<file path="src/rtl/weight_loader_pkg.sv">
// Shared types and parameter-derived helpers for the kernel weight loader.
package weight_loader_pkg;

    typedef enum logic [1:0] {
        StIdle,
        StLoad,
        StDrain,
        StDone
    } state_e;

    // Number of stream beats packed into one RAM word.
    function automatic int unsigned calc_ratio(input int unsigned word_width,
                                               input int unsigned in_width);
        return word_width / in_width;
    endfunction

    // Width of a counter spanning 0..n-1, never narrower than one bit.
    function automatic int unsigned cnt_width(input int unsigned n);
        return (n > 1) ? $clog2(n) : 1;
    endfunction

    // Row counter / kernel count width: must represent the value n itself.
    function automatic int unsigned row_width(input int unsigned n);
        return $clog2(n) + 1;
    endfunction

endpackage

</file>
<file path="src/rtl/weight_word_packer.sv">
// Packs narrow stream beats little-endian into one wide word; flush drops a partial word.
module weight_word_packer
    import weight_loader_pkg::*;
#(
    parameter int unsigned pWORD_WIDTH = 64,
    parameter int unsigned pIN_WIDTH   = 32
) (
    input  logic                   clk,
    input  logic                   rst_n,
    input  logic                   flush,
    input  logic                   in_valid,
    input  logic [pIN_WIDTH-1:0]   in_data,
    output logic                   word_valid,
    output logic [pWORD_WIDTH-1:0] word
);

    localparam int unsigned Ratio = calc_ratio(pWORD_WIDTH, pIN_WIDTH);
    localparam int unsigned BeatW = cnt_width(Ratio);

    logic [BeatW-1:0]       beat_q, beat_d;
    logic [pWORD_WIDTH-1:0] word_q, word_d;
    logic [pWORD_WIDTH-1:0] merged;
    logic                   last_beat;

    assign last_beat = (beat_q == BeatW'(Ratio - 1));

    // The completing beat is merged combinationally so the word is ready on the accept cycle.
    always_comb begin
        merged = word_q;
        merged[int'(beat_q) * pIN_WIDTH +: pIN_WIDTH] = in_data;
    end

    assign word_valid = in_valid && last_beat;
    assign word       = merged;

    always_comb begin
        beat_d = beat_q;
        word_d = word_q;
        if (flush) begin
            beat_d = '0;
            word_d = '0;
        end else if (in_valid) begin
            if (last_beat) begin
                beat_d = '0;
                word_d = '0;
            end else begin
                beat_d = beat_q + BeatW'(1);
                word_d = merged;
            end
        end
    end

    always_ff @(posedge clk or negedge rst_n) begin
        if (!rst_n) begin
            beat_q <= '0;
            word_q <= '0;
        end else begin
            beat_q <= beat_d;
            word_q <= word_d;
        end
    end

endmodule

</file>
<file path="src/rtl/weight_loader.sv">
// Streams weight beats into the kernel RAM write port, one packed word per write.
// Optional running checksum of written chunks enabled by WEIGHT_LOADER_CHECKSUM_EN.
module weight_loader
    import weight_loader_pkg::*;
#(
    parameter int unsigned pWEIGHT_DATA_WIDTH = 64,
    parameter int unsigned pIN_WIDTH          = 32,
    parameter logic [31:0] pWEIGHT_BASE_ADDR  = 32'h4000_0000,
    parameter int unsigned pKERNEL_NUM        = 1024,
    parameter int unsigned pULTRA_RAM_NUM     = 8
) (
    input  logic                            clk,
    input  logic                            rst_n,
    input  logic                            cfg_start,
    input  logic [$clog2(pKERNEL_NUM):0]    cfg_kernel_cnt,
    input  logic                            s_valid,
    input  logic [pIN_WIDTH-1:0]            s_data,
    input  logic                            s_last,
    output logic                            s_ready,
    output logic                            wr_en,
    output logic [31:0]                     weight_addr,
    output logic [pWEIGHT_DATA_WIDTH-1:0]   weight_data,
    output logic                            busy,
    output logic                            done,
    output logic                            err,
    output logic [31:0]                     checksum
);

    localparam int unsigned Ratio = calc_ratio(pWEIGHT_DATA_WIDTH, pIN_WIDTH);
    localparam int unsigned CntW  = row_width(pKERNEL_NUM);
    localparam int unsigned BankW = cnt_width(pULTRA_RAM_NUM);

    state_e                          state_q, state_d;
    logic [CntW-1:0]                 cnt_q, cnt_d;
    logic [CntW-1:0]                 row_q, row_d;
    logic [BankW-1:0]                bank_q, bank_d;
    logic                            err_q, err_d;
    logic                            wr_en_q, wr_en_d;
    logic [31:0]                     addr_q, addr_d;
    logic [pWEIGHT_DATA_WIDTH-1:0]   data_q, data_d;

    logic                            accept;
    logic                            pack_valid;
    logic                            pack_flush;
    logic                            word_valid;
    logic [pWEIGHT_DATA_WIDTH-1:0]   word;
    logic                            last_bank;
    logic                            last_row;
    logic                            final_word;
    logic                            start_ok;

    assign busy     = (state_q == StLoad) || (state_q == StDrain);
    assign s_ready  = busy;
    assign done     = (state_q == StDone);
    assign err      = err_q;
    assign wr_en    = wr_en_q;
    assign weight_addr = addr_q;
    assign weight_data = data_q;

    assign accept     = s_valid && s_ready;
    assign pack_valid = accept && (state_q == StLoad);
    assign start_ok   = cfg_start && (state_q == StIdle);

    assign last_bank  = (bank_q == BankW'(pULTRA_RAM_NUM - 1));
    assign last_row   = (row_q == cnt_q - CntW'(1));
    assign final_word = word_valid && last_bank && last_row;

    weight_word_packer #(
        .pWORD_WIDTH (pWEIGHT_DATA_WIDTH),
        .pIN_WIDTH   (pIN_WIDTH)
    ) u_packer (
        .clk        (clk),
        .rst_n      (rst_n),
        .flush      (pack_flush),
        .in_valid   (pack_valid),
        .in_data    (s_data),
        .word_valid (word_valid),
        .word       (word)
    );

    always_comb begin
        state_d    = state_q;
        cnt_d      = cnt_q;
        row_d      = row_q;
        bank_d     = bank_q;
        err_d      = err_q;
        wr_en_d    = 1'b0;
        addr_d     = addr_q;
        data_d     = data_q;
        pack_flush = 1'b0;

        unique case (state_q)
            StIdle: begin
                if (cfg_start) begin
                    err_d      = 1'b0;
                    row_d      = '0;
                    bank_d     = '0;
                    pack_flush = 1'b1;
                    if (cfg_kernel_cnt == '0) begin
                        cnt_d   = '0;
                        state_d = StDone;
                    end else if (cfg_kernel_cnt > CntW'(pKERNEL_NUM)) begin
                        cnt_d   = CntW'(pKERNEL_NUM);
                        err_d   = 1'b1;
                        state_d = StLoad;
                    end else begin
                        cnt_d   = cfg_kernel_cnt;
                        state_d = StLoad;
                    end
                end
            end

            StLoad: begin
                if (accept) begin
                    if (word_valid) begin
                        wr_en_d = 1'b1;
                        addr_d  = pWEIGHT_BASE_ADDR + 32'(row_q);
                        data_d  = word;
                        // The RAM rotates banks per write, so the row holds for a full bank sweep.
                        if (last_bank) begin
                            bank_d = '0;
                            row_d  = row_q + CntW'(1);
                        end else begin
                            bank_d = bank_q + BankW'(1);
                        end
                        if (final_word) begin
                            if (s_last) begin
                                state_d = StDone;
                            end else begin
                                err_d   = 1'b1;
                                state_d = StDrain;
                            end
                        end else if (s_last) begin
                            err_d   = 1'b1;
                            state_d = StDone;
                        end
                    end else if (s_last) begin
                        pack_flush = 1'b1;
                        err_d      = 1'b1;
                        state_d    = StDone;
                    end
                end
            end

            StDrain: begin
                if (accept && s_last) begin
                    state_d = StDone;
                end
            end

            StDone: begin
                state_d = StIdle;
            end

            default: begin
                state_d = StIdle;
            end
        endcase
    end

    always_ff @(posedge clk or negedge rst_n) begin
        if (!rst_n) begin
            state_q <= StIdle;
            cnt_q   <= '0;
            row_q   <= '0;
            bank_q  <= '0;
            err_q   <= 1'b0;
            wr_en_q <= 1'b0;
            addr_q  <= pWEIGHT_BASE_ADDR;
            data_q  <= '0;
        end else begin
            state_q <= state_d;
            cnt_q   <= cnt_d;
            row_q   <= row_d;
            bank_q  <= bank_d;
            err_q   <= err_d;
            wr_en_q <= wr_en_d;
            addr_q  <= addr_d;
            data_q  <= data_d;
        end
    end

`ifdef WEIGHT_LOADER_CHECKSUM_EN
    logic [31:0] sum_q, sum_d, chunk_sum;

    always_comb begin
        chunk_sum = '0;
        for (int i = 0; i < int'(Ratio); i++) begin
            chunk_sum = chunk_sum + 32'(word[i * pIN_WIDTH +: pIN_WIDTH]);
        end
    end

    always_comb begin
        sum_d = sum_q;
        if (start_ok) begin
            sum_d = '0;
        end else if (pack_valid && word_valid) begin
            sum_d = sum_q + chunk_sum;
        end
    end

    always_ff @(posedge clk or negedge rst_n) begin
        if (!rst_n) begin
            sum_q <= '0;
        end else begin
            sum_q <= sum_d;
        end
    end

    assign checksum = sum_q;
`else
    logic unused_start_ok;
    assign unused_start_ok = start_ok;
    assign checksum = '0;
`endif

endmodule

</file>
<file path="config.mk">
export PLATFORM = sky130hd
export DESIGN_NAME = weight_loader
export DESIGN_NICKNAME = d
export VERILOG_FILES = /design/src/rtl/weight_loader_pkg.sv /design/src/rtl/weight_word_packer.sv /design/src/rtl/weight_loader.sv
export SDC_FILE = /design/constraint.sdc
export NUM_CORES = 1
export LEC_CHECK = 0
export ABC_AREA = 1
export CELL_PAD_IN_SITES_DETAIL_PLACEMENT = 1
export CELL_PAD_IN_SITES_GLOBAL_PLACEMENT = 2
export CORE_MARGIN = 5
export CORE_UTILIZATION = 28
export DETAILED_ROUTE_END_ITERATION = 16
export GPL_TIMING_DRIVEN = 0
export PLACE_DENSITY = 0.76
export SYNTH_ARGS = -nofsm -noshare
export SYNTH_HDL_FRONTEND = slang
export SYNTH_HIERARCHICAL = 1
export SYNTH_SLANG_ARGS = --single-unit
</file>
<file path="constraint.sdc">
create_clock -name clk -period 2.7 [get_ports clk]
set_clock_uncertainty 0.05 [all_clocks]
set_input_delay 0.54 -clock clk [delete_from_list [all_inputs] [get_ports clk]]
set_output_delay 0.54 -clock clk [all_outputs]
set_load 0.005 [all_outputs]
</file>
## Word-level counts from Yosys, hierarchy flattened

Index checks and enable logic that the tools add are counted.

| cells by class | value |
|---|---|
| shift operators | 2 |
| equal/unequal tests | 11 |
| muxes and demuxes | 45 |
| add/subtract/negate cells | 6 |
| reductions and logical operators | 17 |
| magnitude comparators | 1 |

Operators by type and width:

| kind | number |
|---|---|
| $mux 64 | 3 |
| $mux 11 | 6 |
| $bwmux 64 | 1 |
| $shift 32x34->64 const A | 1 |
| $shiftx 32x34->64 | 1 |
| $neg 6->34 | 1 |
| $add 31x11->32 const A | 1 |
| $pmux 11 s2 | 1 |
| $mux 1 | 19 |
| $mux 2 | 7 |
| $mux 3 | 4 |
| $add 11x1->11 const B | 1 |
| $eq 11x11->1 | 1 |
| $gt 11x11->1 const B | 1 |
| $logic_not 11->1 | 1 |
| $sub 11x1->11 const B | 1 |
| $ne 2x2->1 const B | 4 |
| $pmux 2 s4 | 1 |
| $reduce_and 4->1 | 2 |
| $logic_and 1x1->1 | 6 |
| $pmux 3 s2 | 1 |
| $reduce_and 3->1 | 2 |
| $reduce_and 5->1 | 1 |
| $eq 2x2->1 const B | 2 |
| 11 further kinds | 13 |

| word-level totals | value |
|---|---|
| register bits | 190 |
| output and inout port bits | 133 |
| logic and storage cells | 92 |
| input port bits | 48 |

## Depth between registers and ports, before layout

| depth | value |
|---|---|
| word-level depth | 11 |
| depth in mapped cells | 20 |
| gate-level depth less buffers | 18 |

## Modules after synthesis

The synthesis kept the hierarchy.

By module, submodules not included:

| module | sequential area each (um^2) | cells each | instances | area an instance (um^2) |
|---|---|---|---|---|
| weight_loader | 2602.5 | 525 | 1 | 5271.3 |
| weight_word_packer | 1626.6 | 421 | 1 | 3413.3 |

## Worst setup path before layout

OpenSTA, ideal clock, no wires.

| timing path | value |
|---|---|
| path type | register to register |
| start | register state_q[1] |
| end | register u_packer.beat_q |
| clock period less this slack | 2527 ps |
| data required time | 2529 ps |
| library setup time | 121 ps |
| arrival time | 2356 ps |
| setup slack | 173 ps |
| cell stages (with the launch flop) | 14 |
| buffers on the path | 3 |
| cells stage by stage | dfrtp_1 -> inv_1 -> ha_1 -> buf_6 -> nand2_1 -> inv_1 -> buf_4 -> nand2_2 -> inv_1 -> o31ai_1 -> inv_2 -> nand2_4 -> buf_12 -> nor2_4 |

| between the ends | value |
|---|---|
| word-level cells in the longest chain between the ends | 9 |
| elaborated cells on any way between the ends | 12 |
| classes of those cells | eq/ne: 2; mux: 4; reduce/logical: 6 |

Ends and longest elaborated chain:

| item | line | source |
|---|---|---|
| from (decl) | weight_loader.sv:33 | `state_e state_q, state_d;` |
| from (signal assigned) | weight_loader.sv:163 | `state_q <= StIdle;` |
| from (signal assigned) | weight_loader.sv:172 | `state_q <= state_d;` |
| $eq 2x1->1 / $eq 2x2->1 (equally long branches) | weight_loader.sv:52, weight_loader.sv:61 |  |
| $logic_or 1x1->1 | weight_loader.sv:52 | `assign busy = (state_q == StLoad) \|\| (state_q == StDrain);` |
| $logic_and 1x1->1 | weight_loader.sv:60 | `assign accept = s_valid && s_ready;` |
| $logic_and 1x1->1 * | weight_loader.sv:61 | `assign pack_valid = accept && (state_q == StLoad);` |
| named net pack_valid | weight_loader.sv:43 | `logic pack_valid;` |
| $logic_and 1x1->1 * | weight_word_packer.sv:33 | `assign word_valid = in_valid && last_beat;` |
| named net word_valid | weight_loader.sv:45 | `logic word_valid;` |
| $mux 1 * | weight_loader.sv:115 | `if (word_valid) begin` |
| $mux 1 * | weight_loader.sv:114 | `if (accept) begin` |
| $pmux 1 s2 * | weight_loader.sv:92 | `unique case (state_q)` |
| named net pack_flush | weight_loader.sv:44 | `logic pack_flush;` |
| $mux 1 / $reduce_bool 2->1 (equally long branches) | - |  |
| to (signal assigned) | weight_word_packer.sv:58 | `beat_q <= beat_d;` |
| to (decl) | weight_word_packer.sv:20 | `logic [BeatW-1:0] beat_q, beat_d;` |

The timed path passes the listed nets; every way through them passes the cells marked *.
A chain may end at the register's enable or synchronous reset.

## Worst setup path in the final report

| timing path | value |
|---|---|
| start | register state_q[0] |
| end | output s_ready |

| between the ends | value |
|---|---|
| word-level cells in the longest chain between the ends | 2 |
| elaborated cells on any way between the ends | 3 |
| classes of those cells | eq/ne: 2; reduce/logical: 1 |

Ends and longest elaborated chain:

| item | line | source |
|---|---|---|
| $eq 2x1->1 / $eq 2x2->1 (equally long branches) | weight_loader.sv:52 |  |
| $logic_or 1x1->1 * | weight_loader.sv:52 |  |
| to (decl) | weight_loader.sv:19 | `output logic s_ready,` |

Mark *: on every way between the ends. The rest lies on a longest branch, timed or not.

==> qor.txt <==
layout cells sized above 1 -> 21.8%
I/O pins -> 181
setup TNS -> 0 ns
register area -> 4230 um2
HPWL after detailed placement -> 17,600 um
worst slew pin tran -> 0.663 ns
Final Total Pwr -> 11.0 mW
via/cell ratio -> 4.35
instance count of the mapped netlist -> 946
ordered list of cells on the worst path -> inv_1, ha_1, buf_4, clkdlybuf4s50_1
Initial Util -> 28.4%
CTS sink cnt -> 169
Worst-path clk slew -> 0.08 ns
final number of hold-violating endpoints -> 0
diode count -> 0
Leakage -> 5.57 nW
most common cell after layout, fill and taps aside -> nand2_1
total global routing overflow -> 0
syn avg cell area -> 9.18 um2
TritonCTS Buffers -> 17
PwrDens -> 962 nW/um2
status -> finished, final reports clean
Synth cell types -> 41
Die X-Extent -> 186 um
CP delay by family, top -> buffers and inverters
DRC -> 0
DR pass1 iterations -> 4
Synth top area share -> 48.7%
CP Max Fanout -> 5
number of global-route vias before repair -> 7,324
IO Port Bufs -> 127
worst vdd ir -> 0.435 mV
Hold WS -> 0.0389 ns
CTS Root Cell -> clkbuf_16
Fillers -> 3,567
die height -> 186 um
Worst setup EP type -> output pin
Tcrit/Tclk final -> 94.5%
row cnt -> 64
Core Region -> 30,600 um2
CTS tree -> built
initial DRC count -> 253
# nets final -> 1,207
gpl congestion -> 0.738
Syn Std Cell Area -> 8680 um2
Slew Limit Headroom -> 55.5%
Routed Antenna Nets -> 0
area of the multi-input gates -> 3680 um2
Hold WC Path Type -> primary input to asynchronous set/reset pin
initial antenna violation count -> 0
Setup CP Type -> flip-flop to output pin
worst slack, placed -> -0.772 ns
Skew-Pair Late Insertion Delay -> 0.43 ns
Worst Path Buf+Inv -> 3
first-pass GRT wire length -> 39,200 um
final setup margin -> 0.149 ns
Slew Limit Fails -> 0
Total GRT Usage -> 14.4%
final wirelength -> 24,200 um
dpl cells -> 1,521
DR vias -> 6,779
FF+latch count, synth -> 169
crit start category -> flip-flop
top cells by area, synth -> dfrtp_1 49%, nand2_1 12%, mux2_2 8.6%
RSZ-0062 raised after global routing -> false
# Max-Cap Violations -> 0
commonest cells after routing, fill and taps aside -> 276 x nand2_1, 169 x dfrtp_1, 126 x clkdlybuf4s50_1
Crit path largest cell delay -> 0.49 ns
Synth-to-Final Area Change -> 31.2%
Tmin final -> 2.55 ns
final setup vio count -> 0
cell taking the most area after synthesis -> dfrtp_1
DR WL/cell -> 15.5 um
DIE AREA -> 34,600 um2
worst path required time -> 2.11 ns
CP max-delay cell -> clkdlybuf4s50_1
number of warnings issued by yosys -> 6
Seq/Total Area, Yosys -> 48.7%
max frequency -> 392 MHz
WP data arrival -> 1.96 ns
largest net degree at the start of global routing -> 94
hold-fix buffers at CTS -> 0
Clock Tree Buf Depth -> 2
Cell Count, Final, Fillers Out -> 1,560
H-tree depth -> 4
==> where the power goes <==
part	switching [mW]	leakage, nW	internal (mW)
clock network	1.24	0.294	1.25
registers	0.446	2.29	3.23
logic	2.66	2.99	2.13
total	4.34	5.57	6.61
==> registers in the layout (all words and copies together) (netlist names) <==
| name | count |
|---|---|
| weight_data | 64 |
| bank_q | 3 |
| row_q | 11 |
| err | 1 |
| cnt_q | 11 |
| state_q | 2 |
| weight_addr | 11 |
| u_packer/beat_q | 1 |
| u_packer/word_q | 64 |
| wr_en | 1 |
==> synth_stat cells <==
library cell  instances
nor3_1                6
clkinv_1              1
buf_12                3
nand2_4               1
o21a_1                1
inv_1                71
a31oi_1               1
nand3_4               1
o21ai_0              48
ha_1                  8
o21bai_1              1
o21ai_2               1
nor2_1               50
inv_6                 1
nor3b_1               1
clkbuf_1              1
nand4_1               6
dfrtp_1             169
buf_2                23
o31ai_2               1
conb_1                2
nor2_4               34
nand2_2               1
o21ai_4               1
a21oi_1              13
nor3_4                2
clkbuf_2              2
inv_2                 5
a211oi_1              1
xnor2_1               4
xor2_1                6
nand3_1              61
nor4_1                2
nand2_1             276
buf_6                 6
nand3b_1              2
o31ai_1               5
buf_4                58
o21ai_1               3
mux2_2               66
nor4_4                1
==> final cells by class <==
cell class                      count  share of cell area, %
Timing Repair Buffer              135                   11.9
Buffer                             93                   6.35
Clock inverter                     15                   1.55
Sequential cell                   169                   37.1
Multi-Input combinational cell    657                   32.3
Inverter                           78                   2.64
Tap cell                          396                   4.35
Clock buffer                       17                   3.73
==> stage by stage <==
stage	util [%]	cell area [um2]
floorplan	-	8880
global placement	34.8	10600
detailed placement	34.9	10700
CTS	37.1	11300
global route	37.2	11400
finish	37.2	11400
==> routing by layer <==
layer	global-route usage (%)	part of all wire [%]	routed length, um
met2	24.6	49	11900
met4	3.47	0.82	198
met3	2.36	3.8	908
met5	0	0	0
met1	19.2	46	11200
==> path summary, 6_finish.rpt <==
check                                 endpoint  slack, ns  cells after the start                 from
max                                    s_ready       0.15                      4           state_q[0]
min                        u_packer/word_q[57]       0.04                      1                rst_n
max reg2reg                u_packer/word_q[19]       0.22                     12           state_q[0]
min reg2reg                u_packer/word_q[16]       0.43                      2  u_packer/word_q[16]
max in group asynchronous       weight_data[8]       1.66                      2                rst_n
min in group clk           u_packer/word_q[16]       0.43                      2  u_packer/word_q[16]
==> worst register-to-register path, delay by kind of cell, from the launching register on <==
family,cells,cell delay [ns]
buffers and inverters,5,0.61
AOI/OAI and AO/OA,1,0.58
and+or+nand+nor,5,0.49
DFF,1,0.43
adders and majority gates,1,0.22
==> cell families after synthesis <==
kind of cell	count (synthesis)	synth area share [%]
simple gates	444	24.2
buf+inv	171	11.4
flops	169	48.7
compound gates	76	4.88
mux	66	8.56
xor+xnor	10	1.01
fa+ha+maj	8	1.15
other cells	2	0.0865
==> what timing repair did <==
item | 4_1_cts | 5_1_grt
buffers inserted | 3 | 4
gates resized for setup | 14 | 5
setup endpoints to repair | 148 | 131
pin swaps | 1 | 2
(Power assumes the default switching activity.)
